`src/rtl/ball_pkg.sv`:
```
// Shared types and geometry defaults for the ball kinematics and collision path.
package ball_pkg;

    localparam int unsigned DEF_BIT_WIDTH   = 10;
    localparam int unsigned DEF_BALL_RADIUS = 5;
    localparam int unsigned DEF_FLOOR_Y     = 479;

    typedef enum logic [1:0] {
        ST_SERVE    = 2'd0,
        ST_MOVING   = 2'd1,
        ST_LOST     = 2'd2,
        ST_GAMEOVER = 2'd3
    } state_e;

    // One bit per axis: 0 = increasing coordinate, 1 = decreasing.
    typedef enum logic {
        DIR_POS = 1'b0,
        DIR_NEG = 1'b1
    } dir_e;

endpackage

```
`src/rtl/ball_motion_if.sv`:
```
// Frame, serve and collision inputs plus ball/game-state outputs of ball_motion.
interface ball_motion_if #(
    parameter int unsigned BIT_WIDTH = ball_pkg::DEF_BIT_WIDTH
);
    logic                 frameTick;
    logic                 serve;
    logic [BIT_WIDTH-1:0] paddleX;
    logic                 ballTouchingPaddle;
    logic                 ballTouchingFloor;
    logic [BIT_WIDTH-1:0] ballX;
    logic [BIT_WIDTH-1:0] ballY;
    logic [1:0]           livesLeft;
    logic [1:0]           state;
    logic                 gameOver;

    modport master (
        output frameTick, serve, paddleX, ballTouchingPaddle, ballTouchingFloor,
        input  ballX, ballY, livesLeft, state, gameOver
    );

    modport slave (
        input  frameTick, serve, paddleX, ballTouchingPaddle, ballTouchingFloor,
        output ballX, ballY, livesLeft, state, gameOver
    );
endinterface

```
`src/rtl/ball_axis_step.sv`:
```
// Next coordinate and direction for one axis: step, optional paddle-crossing clamp,
// then low/high wall clamp with direction update.
module ball_axis_step
    import ball_pkg::*;
#(
    parameter int unsigned W       = DEF_BIT_WIDTH,
    parameter int unsigned STEP    = 2,
    parameter int unsigned LO      = DEF_BALL_RADIUS,
    parameter int unsigned HI      = 634,
    parameter bit          HI_FLIP = 1'b1
) (
    input  logic [W-1:0] cur_i,
    input  dir_e         dir_i,
    input  logic         paddle_en_i,
    input  logic [W-1:0] paddle_i,
    output logic [W-1:0] next_c_o,
    output dir_e         dir_c_o
);
    localparam int unsigned SW = W + 1;

    logic signed [SW-1:0] cur_s, pad_s, step_s, lo_s, hi_s, nxt_s;
    logic                 crosses;

    assign cur_s  = $signed({1'b0, cur_i});
    assign pad_s  = $signed({1'b0, paddle_i});
    assign step_s = $signed(SW'(STEP));
    assign lo_s   = $signed(SW'(LO));
    assign hi_s   = $signed(SW'(HI));

    always_comb begin
        dir_c_o = dir_i;
        nxt_s   = (dir_i == DIR_NEG) ? (cur_s - step_s) : (cur_s + step_s);
        // Land on the paddle column instead of jumping over it.
        crosses = (dir_i == DIR_POS) ? (pad_s > cur_s && pad_s < nxt_s)
                                     : (pad_s < cur_s && pad_s > nxt_s);
        if (paddle_en_i && crosses) begin
            nxt_s = pad_s;
        end
        if (nxt_s < lo_s) begin
            nxt_s   = lo_s;
            dir_c_o = DIR_POS;
        end else if (nxt_s > hi_s) begin
            nxt_s = hi_s;
            if (HI_FLIP) begin
                dir_c_o = DIR_NEG;
            end
        end
        next_c_o = nxt_s[W-1:0];
    end

endmodule

```
`src/rtl/ball_motion.sv`:
```
// Game-state FSM and per-frame ball kinematics feeding collisionDetection.
module ball_motion
    import ball_pkg::*;
#(
    parameter int unsigned BIT_WIDTH   = DEF_BIT_WIDTH,
    parameter int unsigned BALL_RADIUS = DEF_BALL_RADIUS,
    parameter int unsigned FLOOR_Y     = DEF_FLOOR_Y,
    parameter int unsigned SCREEN_W    = 640,
    parameter int unsigned START_X     = 320,
    parameter int unsigned START_Y     = 240,
    parameter int unsigned STEP        = 2,
    parameter int unsigned LIVES       = 3,
    parameter int unsigned LOST_TICKS  = 30
) (
    input logic          clk,
    input logic          rst_n,
    ball_motion_if.slave bus
);
    localparam int unsigned X_HI     = SCREEN_W - 1 - BALL_RADIUS;
    localparam int unsigned Y_HI     = FLOOR_Y + BALL_RADIUS;
    localparam int unsigned CNT_W    = (LOST_TICKS > 1) ? $clog2(LOST_TICKS) : 1;
    localparam int unsigned LAST_CNT = LOST_TICKS - 1;

    state_e               state_q, state_d;
    logic [BIT_WIDTH-1:0] x_q, x_d, y_q, y_d, x_step, y_step;
    dir_e                 dirx_q, dirx_d, diry_q, diry_d, dirx_in, dirx_step, diry_step;
    logic [1:0]           lives_q, lives_d;
    logic [CNT_W-1:0]     lost_cnt_q, lost_cnt_d;
    logic                 hit_q, hit_d;
    logic                 game_over_q, game_over_d;

    // First tick of a paddle contact reverses X before the step is taken.
    assign dirx_in = (bus.ballTouchingPaddle && !hit_q) ? dir_e'(~dirx_q) : dirx_q;

    ball_axis_step #(
        .W(BIT_WIDTH), .STEP(STEP), .LO(BALL_RADIUS), .HI(X_HI), .HI_FLIP(1'b1)
    ) u_axis_x (
        .cur_i(x_q), .dir_i(dirx_in), .paddle_en_i(1'b1), .paddle_i(bus.paddleX),
        .next_c_o(x_step), .dir_c_o(dirx_step)
    );

    ball_axis_step #(
        .W(BIT_WIDTH), .STEP(STEP), .LO(BALL_RADIUS), .HI(Y_HI), .HI_FLIP(1'b0)
    ) u_axis_y (
        .cur_i(y_q), .dir_i(diry_q), .paddle_en_i(1'b0), .paddle_i('0),
        .next_c_o(y_step), .dir_c_o(diry_step)
    );

    always_comb begin
        state_d    = state_q;
        x_d        = x_q;
        y_d        = y_q;
        dirx_d     = dirx_q;
        diry_d     = diry_q;
        lives_d    = lives_q;
        lost_cnt_d = lost_cnt_q;
        hit_d      = hit_q;
        case (state_q)
            ST_SERVE: begin
                x_d = BIT_WIDTH'(START_X);
                y_d = BIT_WIDTH'(START_Y);
                if (bus.serve) begin
                    state_d = ST_MOVING;
                end
            end
            ST_MOVING: begin
                if (bus.frameTick) begin
                    if (bus.ballTouchingFloor) begin
                        state_d = ST_LOST;
                        lives_d = lives_q - 2'd1;
                        hit_d   = 1'b0;
                    end else begin
                        hit_d  = bus.ballTouchingPaddle;
                        x_d    = x_step;
                        y_d    = y_step;
                        dirx_d = dirx_step;
                        diry_d = diry_step;
                    end
                end
            end
            ST_LOST: begin
                if (bus.frameTick) begin
                    if (lost_cnt_q == CNT_W'(LAST_CNT)) begin
                        lost_cnt_d = '0;
                        x_d        = BIT_WIDTH'(START_X);
                        y_d        = BIT_WIDTH'(START_Y);
                        dirx_d     = DIR_POS;
                        diry_d     = DIR_POS;
                        state_d    = (lives_q != 2'd0) ? ST_SERVE : ST_GAMEOVER;
                    end else begin
                        lost_cnt_d = lost_cnt_q + CNT_W'(1);
                    end
                end
            end
            default: begin
                x_d = BIT_WIDTH'(START_X);
                y_d = BIT_WIDTH'(START_Y);
                if (bus.serve) begin
                    lives_d = 2'(LIVES);
                    state_d = ST_SERVE;
                end
            end
        endcase
        game_over_d = (state_d == ST_GAMEOVER);
    end

    always_ff @(posedge clk or negedge rst_n) begin
        if (!rst_n) begin
            state_q     <= ST_SERVE;
            x_q         <= BIT_WIDTH'(START_X);
            y_q         <= BIT_WIDTH'(START_Y);
            dirx_q      <= DIR_POS;
            diry_q      <= DIR_POS;
            lives_q     <= 2'(LIVES);
            lost_cnt_q  <= '0;
            hit_q       <= 1'b0;
            game_over_q <= 1'b0;
        end else begin
            state_q     <= state_d;
            x_q         <= x_d;
            y_q         <= y_d;
            dirx_q      <= dirx_d;
            diry_q      <= diry_d;
            lives_q     <= lives_d;
            lost_cnt_q  <= lost_cnt_d;
            hit_q       <= hit_d;
            game_over_q <= game_over_d;
        end
    end

    assign bus.ballX     = x_q;
    assign bus.ballY     = y_q;
    assign bus.livesLeft = lives_q;
    assign bus.state     = state_q;
    assign bus.gameOver  = game_over_q;

endmodule

```
`src/flat_wrapper.sv`:
```
// flat-port wrapper written by rule: the top's interface ports become plain ports
module ball_motion_flat import ball_pkg::*;
#(
    parameter int unsigned BIT_WIDTH   = DEF_BIT_WIDTH,
    parameter int unsigned BALL_RADIUS = DEF_BALL_RADIUS,
    parameter int unsigned FLOOR_Y     = DEF_FLOOR_Y,
    parameter int unsigned SCREEN_W    = 640,
    parameter int unsigned START_X     = 320,
    parameter int unsigned START_Y     = 240,
    parameter int unsigned STEP        = 2,
    parameter int unsigned LIVES       = 3,
    parameter int unsigned LOST_TICKS  = 30
)
  (clk, rst_n, bus_frameTick, bus_serve, bus_paddleX, bus_ballTouchingPaddle, bus_ballTouchingFloor, bus_ballX, bus_ballY, bus_livesLeft, bus_state, bus_gameOver);
  ball_motion_if #(.BIT_WIDTH(BIT_WIDTH)) bus_i ();
  input logic clk;
  input logic rst_n;
  input wire logic [$bits(bus_i.frameTick)-1:0] bus_frameTick;
  input wire logic [$bits(bus_i.serve)-1:0] bus_serve;
  input wire logic [$bits(bus_i.paddleX)-1:0] bus_paddleX;
  input wire logic [$bits(bus_i.ballTouchingPaddle)-1:0] bus_ballTouchingPaddle;
  input wire logic [$bits(bus_i.ballTouchingFloor)-1:0] bus_ballTouchingFloor;
  output wire logic [$bits(bus_i.ballX)-1:0] bus_ballX;
  output wire logic [$bits(bus_i.ballY)-1:0] bus_ballY;
  output wire logic [$bits(bus_i.livesLeft)-1:0] bus_livesLeft;
  output wire logic [$bits(bus_i.state)-1:0] bus_state;
  output wire logic [$bits(bus_i.gameOver)-1:0] bus_gameOver;
  assign bus_i.frameTick = bus_frameTick;
  assign bus_i.serve = bus_serve;
  assign bus_i.paddleX = bus_paddleX;
  assign bus_i.ballTouchingPaddle = bus_ballTouchingPaddle;
  assign bus_i.ballTouchingFloor = bus_ballTouchingFloor;
  assign bus_ballX = bus_i.ballX;
  assign bus_ballY = bus_i.ballY;
  assign bus_livesLeft = bus_i.livesLeft;
  assign bus_state = bus_i.state;
  assign bus_gameOver = bus_i.gameOver;
  ball_motion #(.BIT_WIDTH(BIT_WIDTH), .BALL_RADIUS(BALL_RADIUS), .FLOOR_Y(FLOOR_Y), .SCREEN_W(SCREEN_W), .START_X(START_X), .START_Y(START_Y), .STEP(STEP), .LIVES(LIVES), .LOST_TICKS(LOST_TICKS)) u_core (.clk(clk), .rst_n(rst_n), .bus(bus_i));
endmodule
```
`config.mk`:
```
export PLATFORM = sky130hd
export DESIGN_NAME = ball_motion_flat
export DESIGN_NICKNAME = d
export VERILOG_FILES = /design/src/rtl/ball_pkg.sv /design/src/rtl/ball_motion_if.sv /design/src/rtl/ball_axis_step.sv /design/src/rtl/ball_motion.sv /design/src/flat_wrapper.sv
export SDC_FILE = /design/constraint.sdc
export NUM_CORES = 1
export LEC_CHECK = 0
export CORE_MARGIN = 2
export CORE_UTILIZATION = 50
export DETAILED_ROUTE_END_ITERATION = 12
export DONT_BUFFER_PORTS = 1
export GPL_TIMING_DRIVEN = 1
export PLACE_DENSITY_LB_ADDON = 0.1
export SYNTH_ARGS = -nofsm -noshare
export SYNTH_HDL_FRONTEND = slang
export SYNTH_SLANG_ARGS = --single-unit
```
`constraint.sdc`:
```
create_clock -name clk -period 11.3 [get_ports clk]
set_input_delay 1.13 -clock clk [delete_from_list [all_inputs] [get_ports clk]]
set_output_delay 1.13 -clock clk [all_outputs]
set_load 0.02 [all_outputs]
```
Word level (Yosys, flattened, before mapping) --
Cells that the tools add are included. Widths: inputs -> output; s select.
Word-level totals: register bits 33, input port bits 16, word-level logic and storage cells 94
Operators by class: add/subtract/negate cells 6, order comparisons 8, equal/unequal tests 10, muxes and demuxes 44, bitwise gates (word level) 2, reduce and logical (&&, ||, !) cells 15
Operators with widths (count):
- $mux 10 | 12
- $pmux 10 s2 | 2
- $mux 11 | 3
- $add 10x2->11 const B | 2
- $lt 11x4->1 const B | 2
- $sub 10x2->11 const B | 2
- $mux 2 | 10
- $mux 1 | 12
- $gt 11x10->1 const B | 1
- $gt 11x11->1 | 1
- $gt 11x11->1 const B | 1
- $lt 11x11->1 | 1
- $gt 10x10->1 | 1
- $lt 10x10->1 | 1
- $ne 2x2->1 const B | 5
- $reduce_and 4->1 | 2
- $pmux 2 s3 | 1
- $reduce_and 6->1 | 1
- $reduce_bool 2->1 | 3
- $add 5x1->5 const B | 1
- $eq 5x5->1 const B | 1
- $mux 5 | 1
- $reduce_and 5->1 | 1
- $eq 2x2->1 const B | 2
- other kinds (11) | 16

Depth between registers and ports, before layout --
depth after elaboration 14, gate-level depth with buffers 20, gate-level depth less buffers 19

By module --
A second synthesis with hierarchy kept.
Second synthesis, totals: cell total of the unflattened synthesis 501, area total of the unflattened synthesis 4295.4 um2
Modules (own cells, without submodules):
- ball_motion | times used 1, cells an instance 127, area each 1522.7 um2
- ball_axis_step at u_core.u_axis_x | times used 1, cells an instance 204, area each 1471.4 um2
- ball_axis_step at u_core.u_axis_y | times used 1, cells an instance 170, area each 1301.2 um2

Least setup slack after synthesis --
No wires, ideal clock.
path kind input to register, from input bus_ballTouchingPaddle, to register u_core.x_q[2] (netlist: u_core.bus.ballX[2]), library setup time 0.134 ns, data arrival time 5.157 ns, data required time 11.166 ns, slack 6.009 ns, cell stages on the path 20, buffers on the path 1, cell sequence nor2b_1 -> xnor2_1 -> inv_1 -> ha_1 -> a21o_1 -> a21oi_1 -> xnor2_1 -> inv_1 -> ha_1 -> and3_1 -> o21ai_0 -> a31oi_1 -> a221oi_1 -> o31ai_4 -> maj3_2 -> a21oi_1 -> buf_2 -> nor3_1 -> nor4b_1 -> o22ai_1
On the way: word-level cells in the longest chain between the ends 13, elaborated cells on any way between the ends 16, those cells by class order compare: 4; mux: 9; reduce/logical: 3
Ends and longest elaborated chain:
- start: declaration | RTL line flat_wrapper.sv:21 | input wire logic [$bits(bus_i.ballTouchingPaddle)-1:0] bus_ballTouchingPaddle;
- $logic_and 1x1->1 * | RTL line ball_motion.sv:33 | assign dirx_in = (bus.ballTouchingPaddle && !hit_q) ? dir_e'(~dirx_q) : dirx_q;
- $mux 1 * | RTL line ball_motion.sv:33
- $mux 11 | RTL line ball_axis_step.sv:32 | nxt_s = (dir_i == DIR_NEG) ? (cur_s - step_s) : (cur_s + step_s);
- $lt 11x11->1 or $gt 11x11->1 (tied branches) | RTL line ball_axis_step.sv:34, ball_axis_step.sv:35
- $logic_and 1x1->1 (on tied branches) | RTL line ball_axis_step.sv:34, ball_axis_step.sv:35
- $mux 1 | RTL line ball_axis_step.sv:34 | crosses = (dir_i == DIR_POS) ? (pad_s > cur_s && pad_s < nxt_s)
- $mux 11 * | RTL line ball_axis_step.sv:36 | if (paddle_en_i && crosses) begin
- $gt 11x11->1 | RTL line ball_axis_step.sv:42 | end else if (nxt_s > hi_s) begin
- $mux 10 | RTL line ball_axis_step.sv:42
- $mux 10 * | RTL line ball_axis_step.sv:39 | if (nxt_s < lo_s) begin
- $mux 10 * | RTL line ball_motion.sv:68 | if (bus.ballTouchingFloor) begin
- $mux 10 * | RTL line ball_motion.sv:67 | if (bus.frameTick) begin
- $pmux 10 s2 * | RTL line ball_motion.sv:58 | case (state_q)
- end signal: assignment | RTL line ball_motion.sv:110 | x_q <= BIT_WIDTH'(START_X);
- end: declaration | RTL line ball_motion.sv:25 | logic [BIT_WIDTH-1:0] x_q, x_d, y_q, y_d, x_step, y_step;
Mark *: on every way between the ends. The rest lies on a longest branch, timed or not. The select of a mux whose other input is x is not followed. A chain may end at the register's enable or synchronous reset.

Worst setup path in the final report --
from input bus_ballTouchingPaddle, to register u_core.x_q[1] (netlist: u_core.bus.ballX[1])
Same word-level chain as after synthesis.

==> out/results.ini <==
[synthesis]
ys_ff_latch=32
synthFlopType=dfrtp_1
netlist_area_um2=3150
synth_top_family_by_area=compound AO/OA/AOI/OAI gates
synth_area_leader_cell=dfrtp_1
ys_warn_count=0
avgSynthCellArea_um2=8.36
synth_compound_area_share_pct=29.3
synth_top_area_share_pct=19.1
syn_nets=423
synth_edf_count=0
yosysMostFrequentCell=o21ai_0
synthArstFlopShare_pct=100
synth.area.top_cells=dfrtp_1 19%, ha_1 12%, dfstp_2 6.7%, o21ai_0 5.4%, nand2_1 3.8%
synth_commonest_cells=34 x o21ai_0, 32 x nand2_1, 29 x ha_1, 28 x inv_1, 27 x nor2_1
yosys.area_share.simple_pct=20.2
synth_cells=377
yosys.area_share.xor_xnor_pct=5.68
synth_mux_area_share_pct=1.63
synth_adder_area_share_pct=12.5
synth_cell_types=66
ys_seq_area_share_pct=25.7

[grt]
grt_pass1_vias=2707
gr-usage-all-layers_pct=23.0
grt.overflow.total=0
grt_pass1_wl_mm=13.1
grt_max_degree=33
antenna_found_initial=0

[clock_tree]
clkSinkCount=32
cts_root_buf=clkbuf_8
htreeDepth=2
clk_pin_slew_ns=0.07
cts_setup_buffers=0
cts-hold-fix-buffers=0
cts_resized=0
clk_latency_ns=0.28
tritoncts.num_buffers=5
clockBufferDepth=2
cts_tree=done

[critical_path]
crit_path_end_kind=register
path_max_fanout=14
required_ns=11.47
path_cells=nor2b_1, xnor2_1, inv_1, ha_1, a21o_1, a21oi_1, xnor2_1, inv_1, ha_1, and3_1, o21ai_0, a31oi_1, a211oi_1, o31ai_4, nor3_1, nor3_1, o32a_2, o311ai_0, a22o_1
arrival_ns=6.21
startpoint_type=input port
crit_type=in2reg
worst_path_max_delay_cell=nor3_1
cpPeakStageDelay_ns=0.90

[placement]
placed_cell_area_um2=3190
dp_hpwl_mm=6.14
place_ws_ns=5.05
io_buffers=0
placed_cells=441
place_congestion=0.902

[timing]
maxSlewViolCount=0
hold_viol_final=0
finalCritPeriodShare_pct=53.5
period_minus_slack_ns=6.04
tns_ns=0
setup_slack_ns=5.26
hold_slack_ns=0.499
setup_viol=0
skew_ns=0.00539
rsz0062_at_grt=false
relSlewSlack_pct=25.5
clock.fmax_mhz=166
worst_slew_pin_slew_ns=1.11

[cells_and_area]
final_cells=449
syn2layout_area_growth_pct=4.21
final_util_pct=54.8
fin_area_um2=3280
drive_gt1_share_pct=8.82
antenna_cells=0
nets=419

[pwr]
power_density_nw_per_um2=330
power_mw=1.08
leakage_nw=1.41
ir_drop_mv=0.207

[drt]
antenna_left=0
drt_iter0_drc=199
vias=2833
drtPass1Iterations=6
wl_mm=7.94
viasPerCell=6.31
post_drt_wl_per_cell_um=17.7
drc=0

[floorplan]
die_h_um=83.4
dieArea_um2=6950
num_io_pins=41
start_util_pct=52.6
fp.coreArea_um2=5990
row_count=28
fp.dieW_um=83.4

[min_path]
hp-class=reg2reg

[flow_run]
maxCapViolCount=0

[run_status]
status=finished clean

[state kept, by name (all words and copies together), names as in the netlist]
register and flops:
u_core.bus.livesLeft 2, u_core.bus.state 2, u_core.bus.ballY 10, u_core.hit_q 1
u_core.bus.gameOver 1, u_core.bus.ballX 10, u_core.lost_cnt_q 5, u_core.dirx_q 1
[routing by layer]
layer / vias up / GRT usage [%] / wire length, um
met1: 1359 / 29.0 / 3620
met3: 12 / 5.37 / 354
met4: 0 / 6.86 / 138
li1: 1389 / - / -
met2: 73 / 39.1 / 3830
met5: - / 0 / 0
[power breakdown]
part           internal [mW]  switching, mW
Sequential             0.148         0.0726
Combinational          0.315          0.458
Clock                 0.0496         0.0400
[placed cells by master, fill, tap and decap left out, types with 3 or more instances in the layout]
master / instances
o21ai_0: 34
nand2_1: 32
ha_1: 29
inv_1: 28
nor2_1: 27
dfrtp_1: 24
a21oi_1: 18
nand3_1: 12
xnor2_1: 10
nand2b_1: 9
nand4_1: 9
a21o_1: 8
a22o_1: 8
dfstp_2: 8
and2_1: 7
nor3_1: 7
xor2_1: 6
o21a_1: 6
clkbuf_8: 6
o22ai_1: 5
a31oi_1: 5
nor2b_1: 4
mux2i_1: 4
a211oi_1: 4
or2_2: 4
o311ai_0: 4
nand3b_1: 3
a211o_1: 3
o31ai_1: 3
[final cells by class]
class                           instances  area [um^2]
Sequential cell                        32          811
Inverter                               28          105
Multi-Input combinational cell        306         2180
Tap cell                               75         93.8
Clock buffer                            8         90.1
Fill cell                             602         2710
[final timing paths]
check / endpoint / slack, ns / cells past startpoint / start
max in group asynchronous: u_core.bus.ballX[8] / 10.58 / 0 / rst_n
hold reg to reg: u_core.hit_q / 0.50 / 2 / u_core.hit_q
setup reg to reg: u_core.bus.ballX[1] / 5.83 / 19 / u_core.hit_q
setup / recovery: u_core.bus.ballX[1] / 5.26 / 19 / bus_ballTouchingPaddle
hold / removal: u_core.hit_q / 0.50 / 2 / u_core.hit_q
min in group asynchronous: u_core.lost_cnt_q[4] / 0.54 / 0 / rst_n
[critical path: cells and delay by family]
family | cells | cell delay (ns)
compound gates | 9 | 1.90
xor+xnor | 2 | 0.63
buf+inv | 2 | 0.48
fa+ha+maj | 2 | 0.73
simple gates | 4 | 1.32
[cells by family (layout without fill, tap and decap cells)]
| kind of cell | count (synthesis) | after routing |
|---|---|---|
| muxes | 5 | 5 |
| buffers and inverters | 39 | 36 |
| adders and majority gates | 31 | 31 |
| AOI/OAI and AO/OA | 127 | 127 |
| and+or+nand+nor | 125 | 125 |
| DFF | 32 | 32 |
| xor gates and xnor gates | 18 | 18 |
Note: power is estimated with default switching activity, not from simulation.
